$ cat config.mk
export PLATFORM = sky130hd
export DESIGN_NAME = sr_flag_arbiter_flat
export DESIGN_NICKNAME = d
export VERILOG_FILES = /design/src/rtl/sr_flag_arbiter_if.sv /design/src/rtl/sr_flag_arbiter.sv /design/src/flat_wrapper.sv
export SDC_FILE = /design/constraint.sdc
export NUM_CORES = 1
export LEC_CHECK = 0
export BUFFER_PORTS_ARGS = -buffer_cell sky130_fd_sc_hd__buf_2
export CAP_MARGIN = 40
export CORE_ASPECT_RATIO = 0.75
export CORE_UTILIZATION = 48
export DETAILED_ROUTE_END_ITERATION = 10
export GPL_TIMING_DRIVEN = 0
export PLACE_DENSITY = 0.84
export SLEW_MARGIN = 20
export SYNTH_ARGS = -nofsm -noshare
export SYNTH_HDL_FRONTEND = slang
export SYNTH_SLANG_ARGS = --single-unit
export TNS_END_PERCENT = 50
$ cat constraint.sdc
create_clock -name clk -period 5.65 [get_ports clk]
set_clock_uncertainty 0.1 [all_clocks]
set_input_delay 0.565 -clock clk [delete_from_list [all_inputs] [get_ports clk]]
set_output_delay 0.565 -clock clk [all_outputs]
set_load 0.01 [all_outputs]
$ cat src/rtl/sr_flag_arbiter_if.sv
// Request/ack bundle between flag writers and the flag arbiter.
// Per-requester fields are packed side by side, requester 0 in the LSBs.
interface sr_flag_arbiter_if #(
    parameter int NREQ = 4,
    parameter int IDXW = 3
);
    logic [NREQ-1:0]      req_valid;
    logic [2*NREQ-1:0]    req_op;
    logic [IDXW*NREQ-1:0] req_idx;
    logic [NREQ-1:0]      req_ready;

    modport master (
        output req_valid,
        output req_op,
        output req_idx,
        input  req_ready
    );

    modport slave (
        input  req_valid,
        input  req_op,
        input  req_idx,
        output req_ready
    );
endinterface

$ cat src/rtl/sr_flag_arbiter.sv
// Round-robin arbitrated bank of set/reset flags with exact complement output.
// Define SR_FLAG_TOGGLE_EN to make op 11 toggle the flag instead of flagging an error.
module sr_flag_arbiter #(
    parameter  int NREQ  = 4,
    parameter  int NFLAG = 6,
    localparam int IDXW  = (NFLAG > 1) ? $clog2(NFLAG) : 1,
    localparam int GW    = (NREQ > 1) ? $clog2(NREQ) : 1
) (
    input  logic             clk,
    input  logic             rst,
    input  logic             i_clr_all,
    sr_flag_arbiter_if.slave bus,
    output logic [NFLAG-1:0] o_flags,
    output logic [NFLAG-1:0] o_flags_b,
    output logic [GW-1:0]    o_grant_id,
    output logic             o_err_illegal,
    output logic             o_err_range
);

    logic [NFLAG-1:0] r_flags;
    logic [GW-1:0]    r_ptr;
    logic [GW-1:0]    r_gid;
    logic             r_err_range;

    logic             w_any;
    logic             w_go;
    logic [GW-1:0]    w_win;
    logic [GW-1:0]    w_next;
    logic [1:0]       w_op;
    logic [IDXW-1:0]  w_idx;
    logic             w_inrange;
    logic [NFLAG-1:0] w_mask;
    logic [NFLAG-1:0] w_flags_nx;

    // Scan downward so the requester closest to r_ptr is the last writer.
    always_comb begin
        int k;
        w_any = 1'b0;
        w_win = '0;
        k     = 0;
        for (int i = NREQ - 1; i >= 0; i--) begin
            k = int'(r_ptr) + i;
            if (k >= NREQ) k = k - NREQ;
            if (bus.req_valid[k]) begin
                w_any = 1'b1;
                w_win = GW'(k);
            end
        end
    end

    assign w_go          = w_any & ~rst & ~i_clr_all;
    assign bus.req_ready = w_go ? (NREQ'(1) << w_win) : '0;

    assign w_op      = bus.req_op[2*int'(w_win) +: 2];
    assign w_idx     = bus.req_idx[IDXW*int'(w_win) +: IDXW];
    assign w_inrange = int'(w_idx) < NFLAG;
    assign w_mask    = w_inrange ? (NFLAG'(1) << w_idx) : '0;
    assign w_next    = (w_win == GW'(NREQ - 1)) ? '0 : w_win + 1'b1;

    always_comb begin
        w_flags_nx = r_flags;
        case (w_op)
            2'b01:   w_flags_nx = r_flags & ~w_mask;
            2'b10:   w_flags_nx = r_flags | w_mask;
`ifdef SR_FLAG_TOGGLE_EN
            2'b11:   w_flags_nx = r_flags ^ w_mask;
`endif
            default: w_flags_nx = r_flags;
        endcase
    end

    always_ff @(posedge clk) begin
        if (rst) begin
            r_flags     <= '0;
            r_ptr       <= '0;
            r_gid       <= '0;
            r_err_range <= 1'b0;
        end else if (i_clr_all) begin
            r_flags <= '0;
        end else if (w_go) begin
            r_flags <= w_flags_nx;
            r_ptr   <= w_next;
            r_gid   <= w_win;
            if (!w_inrange) r_err_range <= 1'b1;
        end
    end

`ifdef SR_FLAG_TOGGLE_EN
    assign o_err_illegal = 1'b0;
`else
    logic r_err_illegal;

    always_ff @(posedge clk) begin
        if (rst) begin
            r_err_illegal <= 1'b0;
        end else if (w_go && w_op == 2'b11) begin
            r_err_illegal <= 1'b1;
        end
    end

    assign o_err_illegal = r_err_illegal;
`endif

    assign o_flags     = r_flags;
    assign o_flags_b   = ~r_flags;
    assign o_grant_id  = r_gid;
    assign o_err_range = r_err_range;

endmodule

$ cat src/flat_wrapper.sv
// flat-port wrapper written by rule: the top's interface ports become plain ports
module sr_flag_arbiter_flat 
#(
    parameter  int NREQ  = 4,
    parameter  int NFLAG = 6,
    localparam int IDXW  = (NFLAG > 1) ? $clog2(NFLAG) : 1,
    localparam int GW    = (NREQ > 1) ? $clog2(NREQ) : 1
)
  (clk, rst, i_clr_all, o_flags, o_flags_b, o_grant_id, o_err_illegal, o_err_range, bus_req_valid, bus_req_op, bus_req_idx, bus_req_ready);
  sr_flag_arbiter_if #(.NREQ(NREQ), .IDXW((3))) bus_i ();
  input  logic clk;
  input  logic rst;
  input  logic i_clr_all;
  output logic [NFLAG-1:0] o_flags;
  output logic [NFLAG-1:0] o_flags_b;
  output logic [GW-1:0] o_grant_id;
  output logic o_err_illegal;
  output logic o_err_range;
  input wire logic [$bits(bus_i.req_valid)-1:0] bus_req_valid;
  input wire logic [$bits(bus_i.req_op)-1:0] bus_req_op;
  input wire logic [$bits(bus_i.req_idx)-1:0] bus_req_idx;
  output wire logic [$bits(bus_i.req_ready)-1:0] bus_req_ready;
  assign bus_i.req_valid = bus_req_valid;
  assign bus_i.req_op = bus_req_op;
  assign bus_i.req_idx = bus_req_idx;
  assign bus_req_ready = bus_i.req_ready;
  sr_flag_arbiter #(.NREQ(NREQ), .NFLAG(NFLAG)) u_core (.clk(clk), .rst(rst), .i_clr_all(i_clr_all), .bus(bus_i), .o_flags(o_flags), .o_flags_b(o_flags_b), .o_grant_id(o_grant_id), .o_err_illegal(o_err_illegal), .o_err_range(o_err_range));
endmodule
* Word-level counts from Yosys, hierarchy flattened
Cells that the tools add are included.
Word-level totals: register bits 12, input bits 27, output and inout bits 20, word-level logic and storage cells 74
Operators by class: $add $sub $neg 8, $mul 1, $lt $le $gt $ge 9, equal/unequal tests 4, shift-type cells 4, mux-type cells 28, bitwise gates (word level) 9, reductions and logical operators 6
Operators with widths (number):
- 32-bit by 4-bit less-than comparator with 1-bit output, second input constant | 4
- 32-bit 2-to-1 mux | 4
- 32-bit by 4-bit greater-or-equal comparator with 1-bit output, second input constant | 3
- 32-bit by 4-bit subtractor with 32-bit output, second input constant | 3
- 12-bit by 32-bit variable part select with 3-bit output | 1
- 1-bit 2-to-1 mux | 12
- 6-bit inverter | 2
- 6-bit case mux with 2 select lines | 1
- 2-bit 2-to-1 mux | 5
- 1-bit binary-select mux with 2-bit select | 4
- 8-bit by 4-bit variable part select with 2-bit output | 1
- 2-bit by 2-bit adder with 3-bit output, second input constant | 2
- 6-bit bitwise AND | 1
- 2-bit == test, second input constant | 3
- 6-bit 2-to-1 mux | 1
- 6-bit bitwise OR | 1
- 1-bit by 3-bit left shift with 6-bit output, first input constant | 1
- 2-bit by 2-bit multiplier with 4-bit output, first input constant | 1
- 4-bit 2-to-1 mux | 1
- 2-bit AND reduction | 2
- 1-bit by 2-bit left shift with 4-bit output, first input constant | 1
- 2-bit by 3-bit subtractor with 4-bit output, second input constant | 1
- 2-bit by 1-bit adder with 3-bit output, second input constant | 1
- 2-bit by 3-bit greater-or-equal comparator with 1-bit output, second input constant | 1
- 9 further kinds | 12

* Longest topological paths before layout
Gate-level depths: netlist of run 1.
depth in word-level cells 17, gate-level depth with buffers 14, mapped depth without buffers 12

* Worst setup path before layout of run 1
No wires, ideal clock.
path type input-to-reg, start input port bus_req_valid[0], end register (tool-made name), library setup time 0.072 ns, arrival time 2.765 ns, required time 5.478 ns, slack 2.713 ns, cell stages on the path 14, buffers on the path 2, path through a21o_1 a21oi_1 o22a_1 buf_6 buf_12 and2b_1 a211oi_1 a21oi_1 ha_1 and2_1 and2_1 a22o_4 nand3_1 mux2i_1
RTL lines:
- from (decl) | RTL line flat_wrapper.sv:19 | input wire logic [$bits(bus_i.req_valid)-1:0] bus_req_valid;

==> results of run 1 <==
worst max-delay path, delay by kind of cell:
kind	cells	cell delay, ps
muxes	1	200
buffers and inverters	3	390
and+or+nand+nor	4	620
adders and majority gates	1	280
AOI/OAI and AO/OA	6	1060
kinds of logic (layout without fill, tap and decap cells):
logic type	count (synthesis)	count (layout)	share of synthesized area, %
AO/OA/AOI/OAI	14	14	12.01
flip-flops	12	12	25.91
buffers and inverters	16	65	9.447
adder cells (fa/ha/maj)	6	6	8.097
multiplexers	22	22	24.02
AND/OR/NAND/NOR	38	38	20.51
cell type report:
| type | instances | area share, % |
|---|---|---|
| flip-flops and latches | 12 | 19.75 |
| well taps | 22 | 2.263 |
| plain buffers | 5 | 3.807 |
| repair buffers | 45 | 18.52 |
| inverters | 11 | 3.395 |
| multi-input cells | 80 | 49.28 |
| clock buffers | 4 | 2.984 |
worst paths after layout:
kind,cells past startpoint,end,slack [ps],from
setup / recovery,15,flip-flop,2660,bus_req_valid[0]
hold / removal,2,flip-flop,380,flip-flop
hold reg to reg,2,flip-flop,380,flip-flop
setup reg to reg,14,flip-flop,2680,u_core.r_ptr[1]$_SDFFE_PP0P_
cell usage after synthesis, types with 2 or more instances:
cell type   n  area share, %
a21oi_1     4            2.2
and2_1      7            4.7
clkbuf_1    2           0.81
dfxtp_1    12             26
ha_1        6            8.1
inv_1      10            4.0
mux2_2      2            2.4
mux2i_1    20             22
nand2_1    11            4.5
nand2b_1    3            2.0
nand3_1     4            2.2
nand4_1     2            1.3
nor2_1      7            2.8
nor2b_1     2            1.3
o21ai_0     2            1.1
metal layers:
layer	part of all wire [%]	wire length (um)	up-vias	track usage (%)
met5	0	0	-	0
li1	-	-	460	-
met4	1.1	25	0	8.553
met1	45	990	420	26.06
met3	8.5	186	2	7.576
met2	45	980	50	38.61
where the power goes:
part	switching [mW]	internal [mW]	leakage [nW]
logic	0.0547	0.0496	0.506
clock network	0.0327	0.0393	0.0210
registers	0.00372	0.0888	0.0974
total	0.0911	0.178	0.625
through the flow:
stage / setup WS [ps] / cells / utilization (%)
6_report: 2656 / 179 / 68.60
5_1_grt: 2394 / 179 / 68.60
4_1_cts: 2647 / 179 / 68.60
3_5_place_dp: 2348 / 175 / 66.55
3_3_place_gp: 2441 / 175 / 66.55
2_1_floorplan: 2713 / 108 / -
layout by cell type, fill, tap and decap left out:
cell / n
a211oi_1: 1
nor2b_1: 2
o22ai_1: 1
or2b_1: 1
clkbuf_1: 2
nand2b_1: 3
a211oi_2: 1
clkbuf_8: 1
dfxtp_1: 12
mux2i_1: 20
a21oi_1: 4
ha_1: 6
inv_1: 10
and2b_1: 1
a311oi_2: 1
nand2_1: 11
o21ai_0: 2
o22a_1: 1
buf_4: 1
buf_6: 1
and2_1: 7
buf_2: 45
clkbuf_4: 3
nand4_1: 2
a31oi_1: 1
a22o_4: 1
inv_2: 1
nor2_1: 7
nand3_1: 4
buf_12: 1
mux2_2: 2
a21o_1: 1
==> run metrics, run 1 <==
Placer Congestion=around 0.73; clock edge transition at the registers on the reported setup and hold paths=approximately 80 ps; Worst-Margin Slew=~420 ps; initial antenna violation count=0; WP data arrival=between 3000 and 4000 ps; die height=approximately 40 um; DP Wirelength=1727 um; initial DRC count=33; DRT Wirelength=between 2000 and 2500 um; P&R area growth vs syn=31.17%; largest net degree at the start of global routing=12; final setup vio count=0; post_cts resized=0; CTS sink cnt=12; CTS Hold Bufs=0; # rows=13; Final nets=between 150 and 200; Netlist cell types=29; Vias per Instance=5.207; Fin Hold WS=approximately 380 ps; max-slew violations=0; CP cell instances=buf_2, a21o_1, a21oi_1, o22a_1, buf_6, buf_12, and2b_1, a211oi_1, a21oi_1, ha_1, and2_1, and2_1, a22o_4, nand3_1, mux2i_1; # DRC=0; initial core utilization=52.29%; Critical Path RT=around 5800 ps; fraction of layout cells with a size suffix above 1=36.94%; WL/cell=between 10 and 15 um; Slew headroom=71.80%; worst min path class=flip-flop to flip-flop; first-pass GRT wire length=about 3200 um; synthesized area=about 930 um2; Achievable Freq=roughly 330 MHz; total number of vias=about 930; die area=0.002113 mm2; Pwr Total=0.2688 mW; RSZ-0062 raised after global routing=false; ys flop type=dfxtp_1; outcome=finished clean; post-synthesis cell count=~110; port bufs=45; fill count=between 150 and 200; Seq/Total Area, Yosys=roughly a quarter; IO Pins=47; gr usage total=around 22%; Final Cycle Share=52.99%; DP Area=~0.0012 mm2; Setup crit end kind=flip-flop; worst-path fanout max=11; Design Area, Final=~0.0012 mm2; Final Hold Fails=0; Synth warnings=0; clock root cell=clkbuf_4; # Post-CTS Setup Buffers=0; Slowest-stage cell, CP=ha_1; Fin Setup TNS=0 ps; flops & latches, synth=12; TritonRoute pass-1 iters=4; area of the multi-input gates=approximately 600 um2; number of synthesized flops with an enable pin=0; Max Cap Violations=0; Setup crit start kind=input pin; Die W=approximately 53 um; Max IR drop VDD=around 0.16 mV; Antenna Nets Post-Route=0; core area=roughly 0.0018 mm2; Avg Cell Area, Syn=around 8.6 um2; GR Overflow Total=0; total CTS buffers=3; crit path kind=input pin to flip-flop; min Tclk post-route=around 3000 ps; syn_nets=between 100 and 150; Seq. cell area=240.2 um2; Worst-Skew Late Latency=~290 ps; H-Tree Depth=1; vias in the first global route=~760; CTS tree=yes; Diodes inserted=0; PD cells=~220 mW/mm2; async set or reset register ratio after synthesis=0%; Max Root-Sink Buffers=2; CP peak stage delay=~280 ps; Pleak=between 0.6 and 0.7 nW
Note: power is estimated with default switching activity, not from simulation.
==> run 2: changes to the inputs <==
Settings changed: ABC_AREA set to 1, CORE_UTILIZATION 48 to 49, PLACE_DENSITY 0.84 to 0.8.
Clock period 5.65 ns to 2.9 ns, I/O delays scaled along.
==> run 2 against run 1 <==
Final area up 35%. Clock power up 82%. Synthesized cell count up 85%. Power rose to 3.3 times the previous value. Via count up 47%. First-iteration DRC count up 120%. Sequential share of layout area down 4.8 points. Highest routed layer unchanged.
==> run metrics, run 2 <==
CTS sink cnt=12 (unchanged); Seq/Total Area, Yosys=19.16% (-6.7 points); die height=45.81 um (+14%); R2R setup slack=160 ps (-2520 ps); final setup vio count=0 (unchanged); CTS Hold Bufs=0 (unchanged); Hold EP=u_core.r_ptr[0]$_SDFFE_PP0P_; Netlist cell types=26 (-10%); core area=0.002365 mm2 (+33%); crit path kind=flip-flop to flip-flop; Worst-Skew Late Latency=270 ps (-20 ps); clock root cell=clkbuf_4; initial antenna violation count=0 (unchanged); total number of vias=1,370 (+47%); Die W=60.41 um (+15%); Setup crit start kind=flip-flop; # DRC=0 (unchanged); reg2reg path depth=17 (+3); WL/cell=10.16 um (-17%); GR Overflow Total=0 (unchanged); WP data arrival=2810 ps (-310 ps); Antenna Nets Post-Route=0 (unchanged); share of the synthesized area in the top cell type=19.16% (-6.7 points); min Tclk post-route=2743 ps; grt met3 use=2.273% (-5.3 points); vias in the first global route=1,071 (+42%); Synth warnings=0 (unchanged); Critical Path RT=2970 ps (-2800 ps); RSZ-0062 raised after global routing=true; Placer Congestion=0.8707 (+20%); Worst-Margin Slew=514.2 ps (+92.71 ps); largest net degree at the start of global routing=12 (unchanged); largest cells by area after synthesis=dfxtp_1 (19%), nand2_1 (13%), nand3_1 (11%), inv_1 (9.9%), nor2_1 (7.2%); Vias per Instance=4.774 (-8.3%); CTS tree=yes; flops & latches, synth=12 (unchanged); gr usage total=22.14% (-0.21 points); Core Util, Final=69.58% (+0.98 points); Max Cap Violations=0 (unchanged); Max Root-Sink Buffers=2 (unchanged); most frequent cells in the layout=buf_2 (46), nand2_1 (40), inv_1 (31); number of synthesized flops with an enable pin=0 (unchanged); post-synthesis cell count=200 (+85%); worst-path fanout max=11 (unchanged); PD cells=532.3 mW/mm2 (+140%); M1 GR Usage=32.99% (+6.9 points); syn_nets=233 (+65%); Synth area leader=dfxtp_1; Setup crit end kind=flip-flop; H-Tree Depth=1 (unchanged); clock edge transition at the registers on the reported setup and hold paths=70 ps (about the same); hold path cells=2 (unchanged); outcome=finished clean; max-slew violations=0 (unchanged); top-count cell post-synth=nand2_1; commonest non-fill, non-tap cell in the layout=buf_2; total CTS buffers=3 (unchanged); async set or reset register ratio after synthesis=0% (unchanged); global routing's busiest layer=met1; Avg Cell Area, Syn=6.269 um2 (-27%); Pleak=0.8444 nW (+35%); die area=0.002767 mm2 (+31%); Final nets=287 (+50%); worst min path class=input pin to flip-flop; ys flop type=dfxtp_1; Achievable Freq=364.5 MHz; synth cell count leaders=nand2_1 (42), inv_1 (33), nand3_1 (28); Max IR drop VDD=0.2820 mV (+76%); Slew headroom=65.59% (-6.2 points); initial core utilization=53.02% (+0.72 points); synthesized area=0.001254 mm2 (+35%); P&R area growth vs syn=31.24% (about the same); # rows=15 (+2); Pwr Total=0.8758 mW (+230%); Diodes inserted=0 (unchanged); fill count=215 (+41%); initial DRC count=73 (+120%); fraction of layout cells with a size suffix above 1=37.94% (+1.0 points); first-pass GRT wire length=4574 um (+41%); IO Pins=47 (unchanged); port bufs=46 (+2.2%); Worst Hold Launch=rst; DRT Wirelength=2915 um (+34%); M2 GR Usage=32.97% (-5.6 points); Final Hold Fails=0 (unchanged); Final Cycle Share=a little over nine tenths; DP Wirelength=2289 um (+33%); Reg-to-Reg Start=u_core.r_ptr[0]$_SDFFE_PP0P_; TritonRoute pass-1 iters=4 (unchanged)
-- run 2: changes by cell type after synthesis, moves of 4 or more --
| cell | delta |
|---|---|
| and2_1 | -7 |
| a21oi_1 | +5 |
| mux2i_1 | -20 |
| nor2_2 | +4 |
| nor2_1 | +17 |
| nand3_2 | +4 |
| nand3_1 | +24 |
| inv_1 | +23 |
| nand2_2 | +11 |
| nand2_1 | +31 |
-- run 2: how the worst max path moves through the flow --
stage          slack [ps]   endpoint                          from  depth (start not counted)
2_1_floorplan         350  flip-flop  u_core.r_ptr[0]$_SDFFE_PP0P_                         18
3_3_place_gp          140  flip-flop  u_core.r_ptr[0]$_SDFFE_PP0P_                         18
3_5_place_dp          120  flip-flop  u_core.r_ptr[0]$_SDFFE_PP0P_                         18
4_1_cts                90  flip-flop  u_core.r_ptr[0]$_SDFFE_PP0P_                         18
5_1_grt               -20  flip-flop  u_core.r_ptr[0]$_SDFFE_PP0P_                         17
6_report              160  flip-flop  u_core.r_ptr[0]$_SDFFE_PP0P_                         17
-- run 2: kinds of logic (layout without fill, tap and decap cells) --
group,Yosys count,in the layout,share of synthesized area (%)
adder cells (fa/ha/maj),6,6,5.988
AND/OR/NAND/NOR,122,122,49.10
flip-flops,12,12,19.16
buffers and inverters,39,92,14.07
AO/OA/AOI/OAI,21,21,11.68
-- run 2: area by class of cell --
class                   instances  area [um2]  area share (%)
clock buffers                   4       36.28           2.205
inverters                      35       135.1           8.213
well taps                      34       42.54           2.586
multi-input cells             149       867.1           52.70
plain buffers                   4       48.80           2.966
repair buffers                 49       270.3           16.43
flip-flops and latches         12       245.2           14.90
-- run 2: stage by stage --
step	hold slack [ps]	area, um2	setup TNS [ps]	setup slack (ps)	instances
2_1_floorplan	259.1	1254	0	348.3	200
3_3_place_gp	340.3	1526	0	138.4	280
3_5_place_dp	342.7	1526	0	124.6	280
4_1_cts	157.6	1563	0	89.04	284
5_1_grt	167.2	1645	-52.42	-23.14	287
6_report	153.7	1645	0	156.7	287
-- run 2: timing repair --
| action | 4_1_cts | 5_1_grt |
|---|---|---|
| buffers inserted | 0 | 2 |
| gates resized for setup | 0 | 12 |
| endpoints found under the setup margin | 0 | 6 |
-- run 2: critical path, stage by stage (launching register included) --
cell       delay [ps]
dfxtp_4           380
clkbuf_16         160
o21ai_4           160
nand2_2           100
nand3_2            90
nand2_1            60
nand2_2           100
nand2_4            80
buf_8             140
or2_1             220
a32oi_2           220
inv_2              40
ha_1              290
nand2_2            90
nor2_4            200
nand3_1           100
nand2_1            60
nor2_1             40
-- run 2: where the power goes --
group | total [mW] | switching [mW] | internal [mW]
registers | 0.186 | 0.0102 | 0.176
logic | 0.558 | 0.343 | 0.215
clock network | 0.131 | 0.0550 | 0.0762
total | 0.876 | 0.408 | 0.468
-- run 2: layer usage --
metal	up-vias	part of all wire, %
li1	733	-
met1	600	51
met2	35	43
met3	2	5.3
met4	0	0.48
met5	-	0
==> run 3: changes to the inputs <==
Settings changed: CORE_UTILIZATION 49 to 37, PLACE_DENSITY 0.8 to not set.
==> run 3 against run 2 <==
Worst hold slack improved by 37 ps. Register-to-register slack worse by 40 ps. Die area is 31% higher. Final cell count rose by 3.8%.
==> run metrics, run 3 (synthesized netlist as in run 2, its figures left out) <==
Seq pwr share=18.4% (-2.9 points); initial DRC count=95 (+30%); start point of the critical path=u_core.r_ptr[0]$_SDFFE_PP0P_; final setup vio count=0 (unchanged); min Tclk post-route=2779 ps (+36.20 ps); Vias per Instance=4.658 (-2.4%); CTS tree=yes; P&R area growth vs syn=39.42%; initial core utilization=40.65% (-12 points); vias in the first global route=1,106 (+3.3%); total number of vias=1,388 (+1.3%); commonest non-fill, non-tap cell in the layout=buf_2; Final Hold Fails=0 (unchanged); Worst-Margin Slew=583.6 ps (+69.34 ps); initial antenna violation count=0 (unchanged); Worst-Skew Late Latency=240 ps (-30 ps); Slew headroom=60.95% (-4.6 points); Fin Setup TNS=0 ps (unchanged); Fin Hold WS=190.7 ps (+37.04 ps); Max IR drop VDD=0.2454 mV (-13%); Pint=0.5519 mW (+18%); Setup crit end kind=flip-flop; Max Cap Violations=0 (unchanged); Antenna Nets Post-Route=0 (unchanged); gr usage total=17.19% (-5.0 points); crit path kind=flip-flop to flip-flop; TritonRoute pass-1 iters=4 (unchanged); CTS Hold Bufs=0 (unchanged); die area=0.003628 mm2 (+31%); Worst Hold Launch=rst; most frequent cells in the layout=buf_2 (46), nand2_1 (38), inv_1 (31); fill count=308 (+43%); core area=0.003084 mm2 (+30%); RSZ-0062 raised after global routing=true; IO Pins=47 (unchanged); worst-path fanout max=8 (-3); Diodes inserted=0 (unchanged); GR Overflow Total=0 (unchanged); PD cells=575.2 mW/mm2 (+8.1%); Final nets=294 (+2.4%); Switch Pwr=0.4534 mW (+11%); largest net degree at the start of global routing=12 (unchanged); DP Wirelength=2413 um (+5.4%); Die W=69.22 um (+15%); first-pass GRT wire length=5002 um (+9.4%); fraction of layout cells with a size suffix above 1=41.54% (+3.6 points); clock root cell=clkbuf_8; Placer Congestion=0.8099 (-7.0%); Setup crit start kind=flip-flop; die height=52.41 um (+14%); # rows=17 (+2); WL/cell=11.28 um (+11%); Pwr Total=1.005 mW (+15%); port bufs=46 (unchanged); Max Root-Sink Buffers=2 (unchanged); outcome=finished clean; DRT Wirelength=3361 um (+15%); Switching Fraction=45.10% (-1.5 points); worst min path class=input pin to flip-flop; clock edge transition at the registers on the reported setup and hold paths=60 ps (about the same); # DRC=0 (unchanged); Achievable Freq=359.8 MHz (-1.3%); max-slew violations=0 (unchanged); Reg-to-Reg Start=u_core.r_ptr[0]$_SDFFE_PP0P_; WP data arrival=2820 ps (about the same); Clock power frac=18.6% (+3.6 points); Final Cycle Share=95.84% (+1.2 points); H-Tree Depth=1 (unchanged); Critical Path RT=2940 ps (-30 ps); Core Util, Final=56.67% (-13 points); Gate power share=63.0% (-0.7 points); Pleak=0.8912 nW (+5.5%); CTS sink cnt=12 (unchanged); total CTS buffers=3 (unchanged)
## run 3: changes by cell type in the layout (fill, tap and decap cells not counted), sizes merged
cell and delta:
buf +8, clkbuf -1
## run 3: final timing paths
path                                       end  slack, ps  depth (start not counted)
max                                  flip-flop        120                         19
min               u_core.r_ptr[0]$_SDFFE_PP0P_        190                          2
max reg2reg                          flip-flop        120                         19
min reg2reg  u_core.o_err_illegal$_SDFFE_PP0P_        350                          2
## run 3: final cells by class
cell class	count	area (um2)	share of cell area, %
inverters	35	135.1	7.731
repair buffers	56	309.0	17.68
well taps	38	47.55	2.720
plain buffers	4	48.80	2.792
multi-input cells	149	907.1	51.90
flip-flops and latches	12	245.2	14.03
clock buffers	4	55.05	3.150
## run 3: worst max-delay path, stage by stage (launching register included)
cell and delay (ps):
dfxtp_4 370, buf_8 120, buf_6 130, nand2_2 70
o21ai_4 70, nand2_2 100, nand3_4 90, nand2_2 60
nand2_4 70, nand2_4 80, buf_8 140, or2_1 230
a32oi_2 220, inv_2 70, ha_4 280, nand2_4 60
nor2_4 200, nand3_2 100, nand2_2 80, nor2_1 40
## run 3: repair_timing
item / CTS / global route
setup endpoints to repair: 0 / 6
gates resized for setup: 0 / 21
buffers inserted: 0 / 10
## run 3: stage by stage
stage,cell area (um2),worst slack (ps),std cells
5_1_grt,1748,-92.25,298
2_1_floorplan,1254,348.3,200
6_report,1748,120.5,298
3_5_place_dp,1531,94.95,284
4_1_cts,1587,77.90,288
3_3_place_gp,1531,81.27,284
## run 3: power by group through the flow
stage          Combinational (mW)  Sequential (mW)  Clock, mW
2_1_floorplan               0.403            0.190          0
3_3_place_gp                0.515            0.188          0
3_5_place_dp                0.517            0.187          0
4_1_cts                     0.519            0.184      0.190
5_1_grt                     0.696            0.186      0.199
6_report                    0.634            0.185      0.187
## run 3: metal layers
layer	track usage [%]	vias to the layer above	wire, um
met3	3.654	2	180
met4	3.061	0	8
li1	-	744	-
met2	23.14	40	1329
met1	27.10	602	1842
met5	0	-	0
